**config.mk**
```make
export PLATFORM = sky130hd
export DESIGN_NAME = fifo_byte_packer_flat
export DESIGN_NICKNAME = d
export VERILOG_FILES = /design/src/rtl/fifo_byte_packer_if.sv /design/src/rtl/fifo_byte_packer.sv /design/src/flat_wrapper.sv
export SDC_FILE = /design/constraint.sdc
export NUM_CORES = 1
export LEC_CHECK = 0
export ABC_CLOCK_PERIOD_IN_PS = 5400
export BUFFER_PORTS_ARGS = -buffer_cell sky130_fd_sc_hd__buf_2
export CORE_MARGIN = 8
export CORE_UTILIZATION = 55
export CTS_CLUSTER_SIZE = 25
export DETAILED_ROUTE_END_ITERATION = 6
export GPL_TIMING_DRIVEN = 0
export PLACE_DENSITY = 0.91
export SYNTH_ARGS = -nofsm -noshare
export SYNTH_HDL_FRONTEND = slang
export SYNTH_SLANG_ARGS = --single-unit
```
**constraint.sdc**
```tcl
create_clock -name Clk -period 5.4 [get_ports Clk]
set_clock_uncertainty 0.2 [all_clocks]
set_input_delay 0.54 -clock Clk [delete_from_list [all_inputs] [get_ports Clk]]
set_output_delay 0.54 -clock Clk [all_outputs]
set_load 0.02 [all_outputs]
```
**src/rtl/fifo_byte_packer_if.sv**
```systemverilog
// Handshake bundle between the byte packer, its upstream standard-mode FIFO and the
// downstream consumer of packed words.
interface fifo_byte_packer_if #(
  parameter int InWidth = 8,
  parameter int Lanes   = 4
);

  logic                       FifoEmpty;
  logic                       FifoRead;
  logic [InWidth-1:0]         FifoDout;
  logic                       FifoValid;
  logic                       Flush;
  logic [InWidth*Lanes-1:0]   OutData;
  logic [Lanes-1:0]           OutByteEn;
  logic                       OutValid;
  logic                       OutReady;
  logic                       Busy;
  logic                       Overrun;

  modport master (
    input  FifoEmpty, FifoDout, FifoValid, Flush, OutReady,
    output FifoRead, OutData, OutByteEn, OutValid, Busy, Overrun
  );

  modport slave (
    output FifoEmpty, FifoDout, FifoValid, Flush, OutReady,
    input  FifoRead, OutData, OutByteEn, OutValid, Busy, Overrun
  );

endinterface

```
**src/rtl/fifo_byte_packer.sv**
```systemverilog
// Packs InWidth-bit words read from a standard-mode FIFO into Lanes-wide output words,
// with an on-demand flush of partial words and a sticky overrun flag.
module fifo_byte_packer #(
  parameter int InWidth = 8,
  parameter int Lanes   = 4
) (
  input logic                Clk,
  input logic                Reset,
  fifo_byte_packer_if.master bus
);

  localparam int              CntW    = $clog2(Lanes + 1);
  localparam logic [CntW-1:0] FullCnt = CntW'(Lanes);

  typedef enum logic {StFill, StFlush} state_t;

  state_t                        state;
  state_t                        nextState;
  logic [CntW-1:0]               cnt;
  logic                          pending;
  logic [Lanes-1:0][InWidth-1:0] asmData;
  logic [Lanes-1:0][InWidth-1:0] loadData;
  logic [Lanes-1:0]              loadMask;
  logic [InWidth*Lanes-1:0]      outData;
  logic [Lanes-1:0]              outByteEn;
  logic                          outValid;
  logic                          overrun;
  logic                          fifoRead;
  logic                          slotFree;
  logic                          capture;
  logic                          overrunHit;
  logic                          load;
  logic [CntW:0]                 inFlight;

  // Reads in flight count against free lanes so a returning word always has a slot.
  assign inFlight   = {1'b0, cnt} + {{CntW{1'b0}}, pending};
  assign fifoRead   = ~Reset & (state == StFill) & ~bus.FifoEmpty
                    & (inFlight < (CntW+1)'(Lanes));
  assign slotFree   = ~outValid | bus.OutReady;
  assign capture    = bus.FifoValid && (cnt < FullCnt);
  assign overrunHit = bus.FifoValid && (cnt == FullCnt);

  always_comb begin
    nextState = state;
    load      = 1'b0;
    case (state)
      StFill: begin
        load = (cnt == FullCnt) && slotFree;
        if (bus.Flush) nextState = StFlush;
      end
      StFlush: begin
        if (!pending) begin
          if (cnt == '0) begin
            nextState = StFill;
          end else if (slotFree) begin
            load      = 1'b1;
            nextState = StFill;
          end
        end
      end
      default: nextState = StFill;
    endcase
  end

  // Lanes at or above cnt may hold stale bytes from an earlier word; blank them on load.
  always_comb begin
    for (int i = 0; i < Lanes; i++) begin
      loadMask[i] = (CntW'(i) < cnt);
      loadData[i] = loadMask[i] ? asmData[i] : '0;
    end
  end

  always_ff @(posedge Clk) begin
    if (Reset) state <= StFill;
    else       state <= nextState;
  end

  always_ff @(posedge Clk) begin
    if (Reset) begin
      cnt       <= '0;
      pending   <= 1'b0;
      outData   <= '0;
      outByteEn <= '0;
      outValid  <= 1'b0;
      overrun   <= 1'b0;
    end else begin
      pending <= fifoRead;
      if (overrunHit) overrun <= 1'b1;
      if (load)         cnt <= '0;
      else if (capture) cnt <= cnt + 1'b1;
      if (load) begin
        outData   <= loadData;
        outByteEn <= loadMask;
        outValid  <= 1'b1;
      end else if (bus.OutReady) begin
        outValid  <= 1'b0;
      end
    end
  end

  always_ff @(posedge Clk) begin
    for (int i = 0; i < Lanes; i++) begin
      if (capture && (cnt == CntW'(i))) asmData[i] <= bus.FifoDout;
    end
  end

  assign bus.FifoRead  = fifoRead;
  assign bus.OutData   = outData;
  assign bus.OutByteEn = outByteEn;
  assign bus.OutValid  = outValid;
  assign bus.Overrun   = overrun;
  assign bus.Busy      = (state == StFlush) | (cnt != '0) | pending | outValid;

endmodule
```
**src/flat_wrapper.sv**
```systemverilog
// flat-port wrapper written by rule: the top's interface ports become plain ports
module fifo_byte_packer_flat 
#(
  parameter int InWidth = 8,
  parameter int Lanes   = 4
)
  (Clk, Reset, bus_FifoEmpty, bus_FifoDout, bus_FifoValid, bus_Flush, bus_OutReady, bus_FifoRead, bus_OutData, bus_OutByteEn, bus_OutValid, bus_Busy, bus_Overrun);
  fifo_byte_packer_if #(.InWidth(InWidth), .Lanes(Lanes)) bus_i ();
  input logic Clk;
  input logic Reset;
  input wire logic [$bits(bus_i.FifoEmpty)-1:0] bus_FifoEmpty;
  input wire logic [$bits(bus_i.FifoDout)-1:0] bus_FifoDout;
  input wire logic [$bits(bus_i.FifoValid)-1:0] bus_FifoValid;
  input wire logic [$bits(bus_i.Flush)-1:0] bus_Flush;
  input wire logic [$bits(bus_i.OutReady)-1:0] bus_OutReady;
  output wire logic [$bits(bus_i.FifoRead)-1:0] bus_FifoRead;
  output wire logic [$bits(bus_i.OutData)-1:0] bus_OutData;
  output wire logic [$bits(bus_i.OutByteEn)-1:0] bus_OutByteEn;
  output wire logic [$bits(bus_i.OutValid)-1:0] bus_OutValid;
  output wire logic [$bits(bus_i.Busy)-1:0] bus_Busy;
  output wire logic [$bits(bus_i.Overrun)-1:0] bus_Overrun;
  assign bus_i.FifoEmpty = bus_FifoEmpty;
  assign bus_i.FifoDout = bus_FifoDout;
  assign bus_i.FifoValid = bus_FifoValid;
  assign bus_i.Flush = bus_Flush;
  assign bus_i.OutReady = bus_OutReady;
  assign bus_FifoRead = bus_i.FifoRead;
  assign bus_OutData = bus_i.OutData;
  assign bus_OutByteEn = bus_i.OutByteEn;
  assign bus_OutValid = bus_i.OutValid;
  assign bus_Busy = bus_i.Busy;
  assign bus_Overrun = bus_i.Overrun;
  fifo_byte_packer #(.InWidth(InWidth), .Lanes(Lanes)) u_core (.Clk(Clk), .Reset(Reset), .bus(bus_i));
endmodule
```
Yosys cells after proc, flatten, opt, wreduce, memory -nomap -nowiden
Cells that the tools add are included.
{"block": "word_totals", "regBits": 75, "in_bits": 14, "wordCells": 60}
{"block": "op_classes", "addsub": 2, "eq_ne": 4, "magnitude_cmp": 6, "n_mux": 15, "n_reduce_logical": 11, "n_bitwise": 11}
{"op": "$mux W8", "n": 4}
{"op": "$mux W1", "n": 9}
{"op": "$logic_and A1 B1 Y1", "n": 7}
{"op": "$eq A3 B2 Y1 const B", "n": 2}
{"op": "$lt A1 B3 Y1 const A", "n": 2}
{"op": "$lt A2 B3 Y1 const A", "n": 2}
{"op": "$add A3 B1 Y4", "n": 1}
{"op": "$lt A4 B3 Y1 const B", "n": 1}
{"op": "$not A1 Y1", "n": 4}
{"op": "$or A1 B1 Y1", "n": 4}
{"op": "$pmux W1 S2", "n": 2}
{"op": "$add A3 B1 Y3 const B", "n": 1}
{"op": "$and A1 B1 Y1", "n": 3}
{"op": "$eq A3 B1 Y1 const B", "n": 1}
{"op": "$eq A3 B3 Y1 const B", "n": 1}
{"op": "$logic_not A3 Y1", "n": 1}
{"op": "$lt A3 B3 Y1 const B", "n": 1}
{"op": "$reduce_bool A3 Y1", "n": 1}
{"op": "$reduce_bool A2 Y1", "n": 1}
{"op": "$reduce_or A2 Y1", "n": 1}

Depth between registers and ports, before layout
Gate-level depths: netlist of run 1.
{"block": "logic_depth", "word_depth": 7, "mapped_depth": 8, "mapped_depth_nobuf": 5}

Worst setup path after synthesis of run 1
Ideal clock, no wire load.
{"block": "synth_timing", "path_kind": "input -> output", "start": "input Reset", "end": "output bus_FifoRead", "cell_stages": 4, "path_buffers": 2, "path_slack_ns": 2.936, "t_arrival_ns": 1.724, "required_time_ns": 4.660, "cell_sequence": "clkbuf_1 > clkbuf_1 > or4_1 > a31oi_1"}
{"block": "synth_between", "elab_chain_cells": 4}
{"item": "start: declaration", "line": "flat_wrapper.sv:10", "rtl": "input logic Reset;"}
{"item": "$not A1 Y1", "line": "fifo_byte_packer.sv:37", "rtl": "assign fifoRead = ~Reset & (state == StFill) & ~bus.FifoEmpty"}
{"item": "$and A1 B1 Y1 (2 in series)", "line": "fifo_byte_packer.sv:37"}
{"item": "$and A1 B1 Y1", "line": "fifo_byte_packer.sv:38", "rtl": "& (inFlight < (CntW+1)'(Lanes));"}
{"item": "end: declaration", "line": "flat_wrapper.sv:16", "rtl": "output wire logic [$bits(bus_i.FifoRead)-1:0] bus_FifoRead;"}
No other way between the ends.

Worst setup path in the final report of run 1
{"block": "layout_timing", "start": "register u_core.cnt[1]", "end": "output bus_Busy"}
{"block": "layout_between", "elab_chain_cells": 4}
{"item": "start: declaration", "line": "fifo_byte_packer.sv:19", "rtl": "logic [CntW-1:0] cnt;"}
{"item": "start signal: assignment", "line": "fifo_byte_packer.sv:90", "rtl": "else if (capture) cnt <= cnt + 1'b1;"}
{"item": "$reduce_bool A3 Y1", "line": "fifo_byte_packer.sv:112", "rtl": "assign bus.Busy = (state == StFlush) | (cnt != '0) | pending | outValid;"}
{"item": "$or A1 B1 Y1 (3 in series)", "line": "fifo_byte_packer.sv:112"}
{"item": "end: declaration", "line": "flat_wrapper.sv:20", "rtl": "output wire logic [$bits(bus_i.Busy)-1:0] bus_Busy;"}
No other way between the ends.

==> impl_metrics.yaml, run 1 <==
run_status:
  status: "finished clean"
detailed_routing:
  ant_nets: 0
  drtIter0Drc: 243
  routed_wl_mm: 7.21
  viasPerCell: 5.81
  drt-wirelength-per-cell_um: 17.7
  drc_errors: 0
  route.vias.total: 2363
  first_pass_iters: 4
clock_tree:
  cts_num_sinks: 75
  holdBufCountCts: 0
  cts.clk_slew.worst_paths_ns: 0.08
  cts_resized: 0
  clock_latency_ns: 0.35
  cts.path.max_buffers: 2
  htree_num_levels: 3
  cts_buffers: 9
  cts_tree: "yes"
  root_buffer: "clkbuf_8"
  post_cts_buffers: 0
job:
  cap_violations: 0
critical_path:
  cp.arrival_ns: 1.90
  cp_top_family: "simple AND/OR/NAND/NOR gates"
  path_depth: 6
  endpoint_kind: "output port"
  cp_max_fo: 10
  reg2reg_to: "u_core.bus.OutData[2]"
  worst-setup-path-type: "flop to output port"
  worstSetupStartpointType: "flop"
  path_cells: "buf_4 > inv_1 > ha_1 > nand2b_1 > or4_1 > buf_2"
  rrSetupSlack_ns: 2.82
  cp_slowest_cell: "or4_1"
  ff2ff_path_depth: 7
  cp-startpoint: "u_core.cnt[1]"
  r2r-start: "u_core.cnt[1]"
  worstPathBufferInverterCount: 3
  crit_required_ns: 4.66
  slowest_delay_ns: 0.42
pwr:
  powerDensity_nw_per_um2: 323
  p_leak_nw: 1.40
  power_mw: 1.17
  ir_drop_mv: 0.250
grt:
  grt_use_total: 0.177
  grt_max_degree: 14
  grt_pass1_vias: 2366
  grt-ovfl-total: 0
  grt_pass1_wl_mm: 11.5
  grt_antenna_before_repair: 0
  gr-max-usage-layer: "met2"
  globalRouteMet1Util: 0.201
  met2_usage: 0.290
  grtUsageMet3: 0.0657
timing:
  relSlewSlack: 0.174
  finalCritPeriodShare: 0.489
  setup_violations: 0
  fin_crit_ns: 2.64
  rsz0062_at_grt: "false"
  max_freq_mhz: 379
  worst_slack_ns: 2.76
  hold_violations: 0
  tightest_slew_ns: 1.23
  slew_violations: 0
  fin_setup_tns_ns: 0
final_layout:
  drive_above_1_share: 0.275
  stdcell_count: 407
  final_design_area_no_fill_um2: 3620
  fill_cells: 402
  nNetsFinal: 347
  diodes: 0
  area_growth_pct: 18.1
synthesis:
  syn_nets: 284
  synth_cell_types: 43
  synth_area_um2: 3070
  ys.flop_type: "dfxtp_1"
  synth_edf_count: 32
  synthArstFlopShare: 0
  yosysSeqAreaShare: 0.594
  yosysWarnings: 0
  synthCells: 267
  synth-seq-cells: 75
  synth_area_per_cell_um2: 11.5
floorplanning:
  start_util: 0.564
  dieArea_um2: 8220
  dieHeight_um: 90.7
  num_rows: 27
  die_w_um: 90.7
  core_um2: 5440
  pin_count: 54
place:
  dp_hpwl_mm: 5.12
  pre_cts_ws_ns: 2.85
  portBuffers: 52
  routabilityCongestion: 0.834
  post_dp_cell_area_um2: 3420
  dp.cells: 391
hold_path:
  hold_class: "input pin to flop"
  min_path_cells: 1
  min_from: "bus_FifoDout[0]"
  hold_end: "u_core.asmData[0]"
==> flip-flops by register name (all words and copies together), names as in the netlist <==
signal	count
u_core.asmData	32
u_core.bus.OutData	32
u_core.bus.OutByteEn	4
u_core.cnt	3
u_core.bus.OutValid	1
u_core.bus.Overrun	1
u_core.pending	1
u_core.state	1
==> cell usage after synthesis, drive strengths merged, types with 2 or more instances <==
| library cell | instances | area, µm² |
|---|---|---|
| nor2b | 4 | 25.0 |
| or4 | 2 | 15.0 |
| nand2 | 43 | 161 |
| a31oi | 3 | 33.8 |
| dfxtp | 43 | 861 |
| edfxtp | 32 | 961 |
| nand3 | 9 | 45.0 |
| nor4 | 8 | 50.1 |
| a311o | 8 | 90.1 |
| clkbuf | 12 | 45.0 |
| ha | 3 | 37.5 |
| a21oi | 3 | 15.0 |
| a2111oi | 8 | 70.1 |
| inv | 12 | 45.0 |
| buf | 13 | 88.8 |
| mux2i | 3 | 30.0 |
| a41oi | 2 | 17.5 |
| nor2 | 3 | 11.3 |
| nand2b | 10 | 62.6 |
| o32ai | 24 | 210 |
| nor3 | 4 | 25.0 |
| and3 | 2 | 12.5 |
==> routing by layer <==
layer / wire, µm / part of all wire
met2: 3570 / 0.50
met3: 498 / 0.069
met5: 0 / 0
met1: 3030 / 0.42
met4: 108 / 0.015
==> worst reg2reg max path: stages, from the launching register on <==
cell	delay, ns
dfxtp_1	0.37
buf_4	0.20
inv_1	0.09
ha_1	0.23
nor3b_2	0.63
nor3_2	0.22
buf_2	0.25
o32ai_1	0.30
==> placed cells by master (no fill, tap or decap), types with 4 or more instances in the layout <==
| cell | netlist | final |
|---|---|---|
| buf_2 | 5 | 57 |
| nand2_1 | 43 | 43 |
| dfxtp_1 | 43 | 43 |
| edfxtp_1 | 32 | 32 |
| o32ai_1 | 24 | 24 |
| clkbuf_1 | 12 | 14 |
| inv_1 | 12 | 12 |
| nand2b_1 | 10 | 10 |
| nand3_1 | 9 | 9 |
| clkbuf_8 | 0 | 9 |
| a2111oi_0 | 8 | 8 |
| nor4_1 | 8 | 8 |
| a311o_2 | 8 | 8 |
| nor2b_1 | 4 | 4 |
==> stage by stage <==
| step | hold WS, ns | utilization |
|---|---|---|
| 2_1_floorplan | 0.297 | - |
| 3_3_place_gp | 0.242 | 0.628 |
| 3_5_place_dp | 0.255 | 0.628 |
| 4_1_cts | 0.202 | 0.666 |
| 5_1_grt | 0.205 | 0.666 |
| 6_report | 0.212 | 0.666 |
==> kinds of logic after synthesis <==
kind of cell,after synthesis,synth area share
simple gates,94,0.164
flops,75,0.594
compound gates,53,0.155
buf+inv,37,0.0583
mux,4,0.0135
fa+ha+maj,3,0.0122
xor+xnor,1,0.00286
==> worst max path at each step <==
stage	to	slack [ns]
global placement	bus_FifoRead	2.87
finish	bus_Busy	2.76
global route	bus_Busy	2.68
floorplan	bus_FifoRead	2.94
detailed placement	bus_FifoRead	2.85
CTS	bus_Busy	2.77
==> where the power goes <==
part	leakage, nW	internal [mW]	switching [mW]	total [mW]
clock	0.102	0.241	0.202	0.444
sequential	0.641	0.611	0.00791	0.619
combinational	0.658	0.0344	0.0727	0.107
total	1.40	0.887	0.283	1.17
==> area by class of cell <==
type,instances,area [µm²],share of cell area
inverter,12,45.0,0.0124
buffer,25,134,0.0370
clock inverter,4,48.8,0.0135
tap,72,90.1,0.0249
multi-input combinational,155,1070,0.294
clock buffer,12,156,0.0432
sequential,75,1820,0.503
timing repair buffer,52,260,0.0718
No activity file was read; power rests on OpenSTA's default activity.
==> run 2: changes to the inputs <==
--- a/config.mk
+++ b/config.mk
@@ -5,14 +5,14 @@
 export SDC_FILE = /design/constraint.sdc
 export NUM_CORES = 1
 export LEC_CHECK = 0
-export ABC_CLOCK_PERIOD_IN_PS = 5400
+export ABC_CLOCK_PERIOD_IN_PS = 2200
 export BUFFER_PORTS_ARGS = -buffer_cell sky130_fd_sc_hd__buf_2
 export CORE_MARGIN = 8
-export CORE_UTILIZATION = 55
+export CORE_UTILIZATION = 50
 export CTS_CLUSTER_SIZE = 25
 export DETAILED_ROUTE_END_ITERATION = 6
 export GPL_TIMING_DRIVEN = 0
-export PLACE_DENSITY = 0.91
+export PLACE_DENSITY = 0.87
 export SYNTH_ARGS = -nofsm -noshare
 export SYNTH_HDL_FRONTEND = slang
 export SYNTH_SLANG_ARGS = --single-unit
==> constraint.sdc (replaced) <==
create_clock -name Clk -period 2.2 [get_ports Clk]
set_clock_uncertainty 0.2 [all_clocks]
set_input_delay 0.22 -clock Clk [delete_from_list [all_inputs] [get_ports Clk]]
set_output_delay 0.22 -clock Clk [all_outputs]
set_load 0.02 [all_outputs]
==> run 2 against run 1 <==
Compared with the run above: the run now ends with negative setup slack left; power increased to 2.5 times the previous value; sequential cell count unchanged; combinational power increased to 3.3 times the previous value; die area grew 8.2%; register-to-register slack worse by 2.8 ns; clock power grew 140%; non-clock buffer count is 23 higher; via count grew 5.6%; hold slack worse by 0.19 ns; cell area rose by 7.9%; largest cell class unchanged.
==> impl_metrics.yaml, run 2 (synthesis results as in run 1) <==
floorplanning:
  dieHeight_um: 94.3
  die_w_um: 94.3
  dieArea_um2: 8900
  pin_count: 54
  num_rows: 28
  start_util: 0.518
  core_um2: 5920
timing:
  max_freq_mhz: 454
  hold_violations: 0
  fin_setup_tns_ns: -0.00366
  finalCritPeriodShare: 1.00
  rsz0062_at_grt: "true"
  worst_slack_ns: -0.00366
  fin_crit_ns: 2.20
  slew_violations: 0
  tightest_slew_ns: 1.21
  hold_slack_ns: 0.0190
  setup_violations: 1
  relSlewSlack: 0.187
detailed_routing:
  highest-signal-layer: "met4"
  drtIter0Drc: 255
  routed_wl_mm: 8.16
  wl_met1_mm: 3.32
  route.vias.total: 2496
  ant_nets: 0
  wl_met2_mm: 4.09
  drt-wirelength-per-cell_um: 18.9
  viasPerCell: 5.76
  route.met3.wl_um: 570
  first_pass_iters: 4
  drc_errors: 0
grt:
  grt_pass1_wl_mm: 12.4
  grt_use_total: 0.182
  grt_pass1_vias: 2344
  grt-ovfl-total: 0
  grt_antenna_before_repair: 0
  grt_max_degree: 14
hold_path:
  hold_class: "input pin to flop"
  min_path_cells: 3
final_layout:
  area_growth_pct: 27.4
  final_common_cell: "buf_2"
  final_core_util: 0.660
  drive_above_1_share: 0.330
  diodes: 0
  multi_input_area_um2: 1130
  fill_cells: 443
  nNetsFinal: 370
  final_design_area_no_fill_um2: 3910
  regArea_um2: 1820
  layout_common_cells: "54 x buf_2, 43 x nand2_1, 41 x dfxtp_1"
critical_path:
  reg2reg_to: "u_core.bus.OutData[29]"
  r2r-start: "u_core.cnt[0]"
  rrSetupSlack_ns: -0.004
  crit_end: "u_core.bus.OutData[29]"
  cp.arrival_ns: 2.29
  worstSetupStartpointType: "flop"
  cp-startpoint: "u_core.cnt[0]"
  crit_required_ns: 2.29
  endpoint_kind: "flop"
  worst-setup-path-type: "flop to flop"
  ff2ff_path_depth: 5
  cp_max_fo: 10
pwr:
  power_mw: 2.96
  netSwitchingFraction: 0.255
  comb_power_share: 0.120
  ir_drop_mv: 0.438
  p_leak_nw: 1.53
  intPower_mw: 2.20
  pwr-share-seq: 0.515
  power.share.clock: 0.366
  switching_power_uw: 753
  powerDensity_nw_per_um2: 757
clock_tree:
  cts.path.max_buffers: 2
  cts_tree: "yes"
  cts_num_sinks: 75
  clock_latency_ns: 0.35
  root_buffer: "clkbuf_8"
  cts.clk_slew.worst_paths_ns: 0.08
  cts_buffers: 9
  htree_num_levels: 3
run_status:
  status: "finished, violations left"
  violations: "negative setup slack"
place:
  portBuffers: 52
  dp_hpwl_mm: 5.30
  post_dp_cell_area_um2: 3420
  routabilityCongestion: 0.850
job:
  cap_violations: 0
run 2: how the worst min path moves through the flow:
| stage | startpoint | end | slack (ns) |
|---|---|---|---|
| 6_report | bus_FifoValid | u_core.bus.Overrun | 0.02 |
| 5_1_grt | bus_FifoValid | u_core.bus.Overrun | 0.04 |
| 4_1_cts | bus_FifoValid | u_core.bus.Overrun | 0.01 |
| 3_5_place_dp | u_core.bus.OutByteEn[0] | u_core.bus.OutByteEn[0] | 0.26 |
| 3_3_place_gp | u_core.bus.OutByteEn[0] | u_core.bus.OutByteEn[0] | 0.24 |
| 2_1_floorplan | bus_FifoDout[0] | u_core.asmData[0] | 0.12 |
run 2: per-stage QoR:
stage	setup slack [ns]	cells
2_1_floorplan	0.0555	267
3_3_place_gp	-0.235	394
3_5_place_dp	-0.318	394
4_1_cts	0.0174	424
5_1_grt	0.00111	433
6_report	-0.00366	433
run 2: worst max-delay path: stages (launching register included):
cell,delay (ns)
dfxtp_2,0.34
buf_8,0.14
or4b_1,0.52
buf_4,0.19
a2111oi_1,0.57
a311o_2,0.20
run 2: final cells by class:
class | instances | area share
sequential | 75 | 0.467
multi-input combinational | 155 | 0.289
timing repair buffer | 76 | 0.120
buffer | 24 | 0.0368
clock buffer | 11 | 0.0362
tap | 75 | 0.0240
clock inverter | 5 | 0.0150
inverter | 12 | 0.0115
run 2: routing by layer:
| layer | up-vias | global-route usage |
|---|---|---|
| li1 | 1184 | - |
| met1 | 1195 | 0.224 |
| met2 | 101 | 0.298 |
| met3 | 16 | 0.0352 |
| met4 | 0 | 0.0898 |
| met5 | - | 0 |
run 2: power by group through the flow:
stage	clock (mW)	sequential, mW	combinational (mW)
2_1_floorplan	0	1.55	0.168
3_3_place_gp	0	1.55	0.254
3_5_place_dp	0	1.55	0.264
4_1_cts	1.07	1.52	0.303
5_1_grt	1.13	1.53	0.377
6_report	1.08	1.52	0.354
run 2: repair_timing:
| item | in CTS | in global routing |
|---|---|---|
| endpoints found under the hold margin | 34 | 0 |
| buffers inserted | 4 | 10 |
| pin swaps | 2 | 3 |
| resized for setup | 9 | 18 |
| endpoints found under the setup margin | 33 | 43 |
| hold buffers | 10 | 0 |
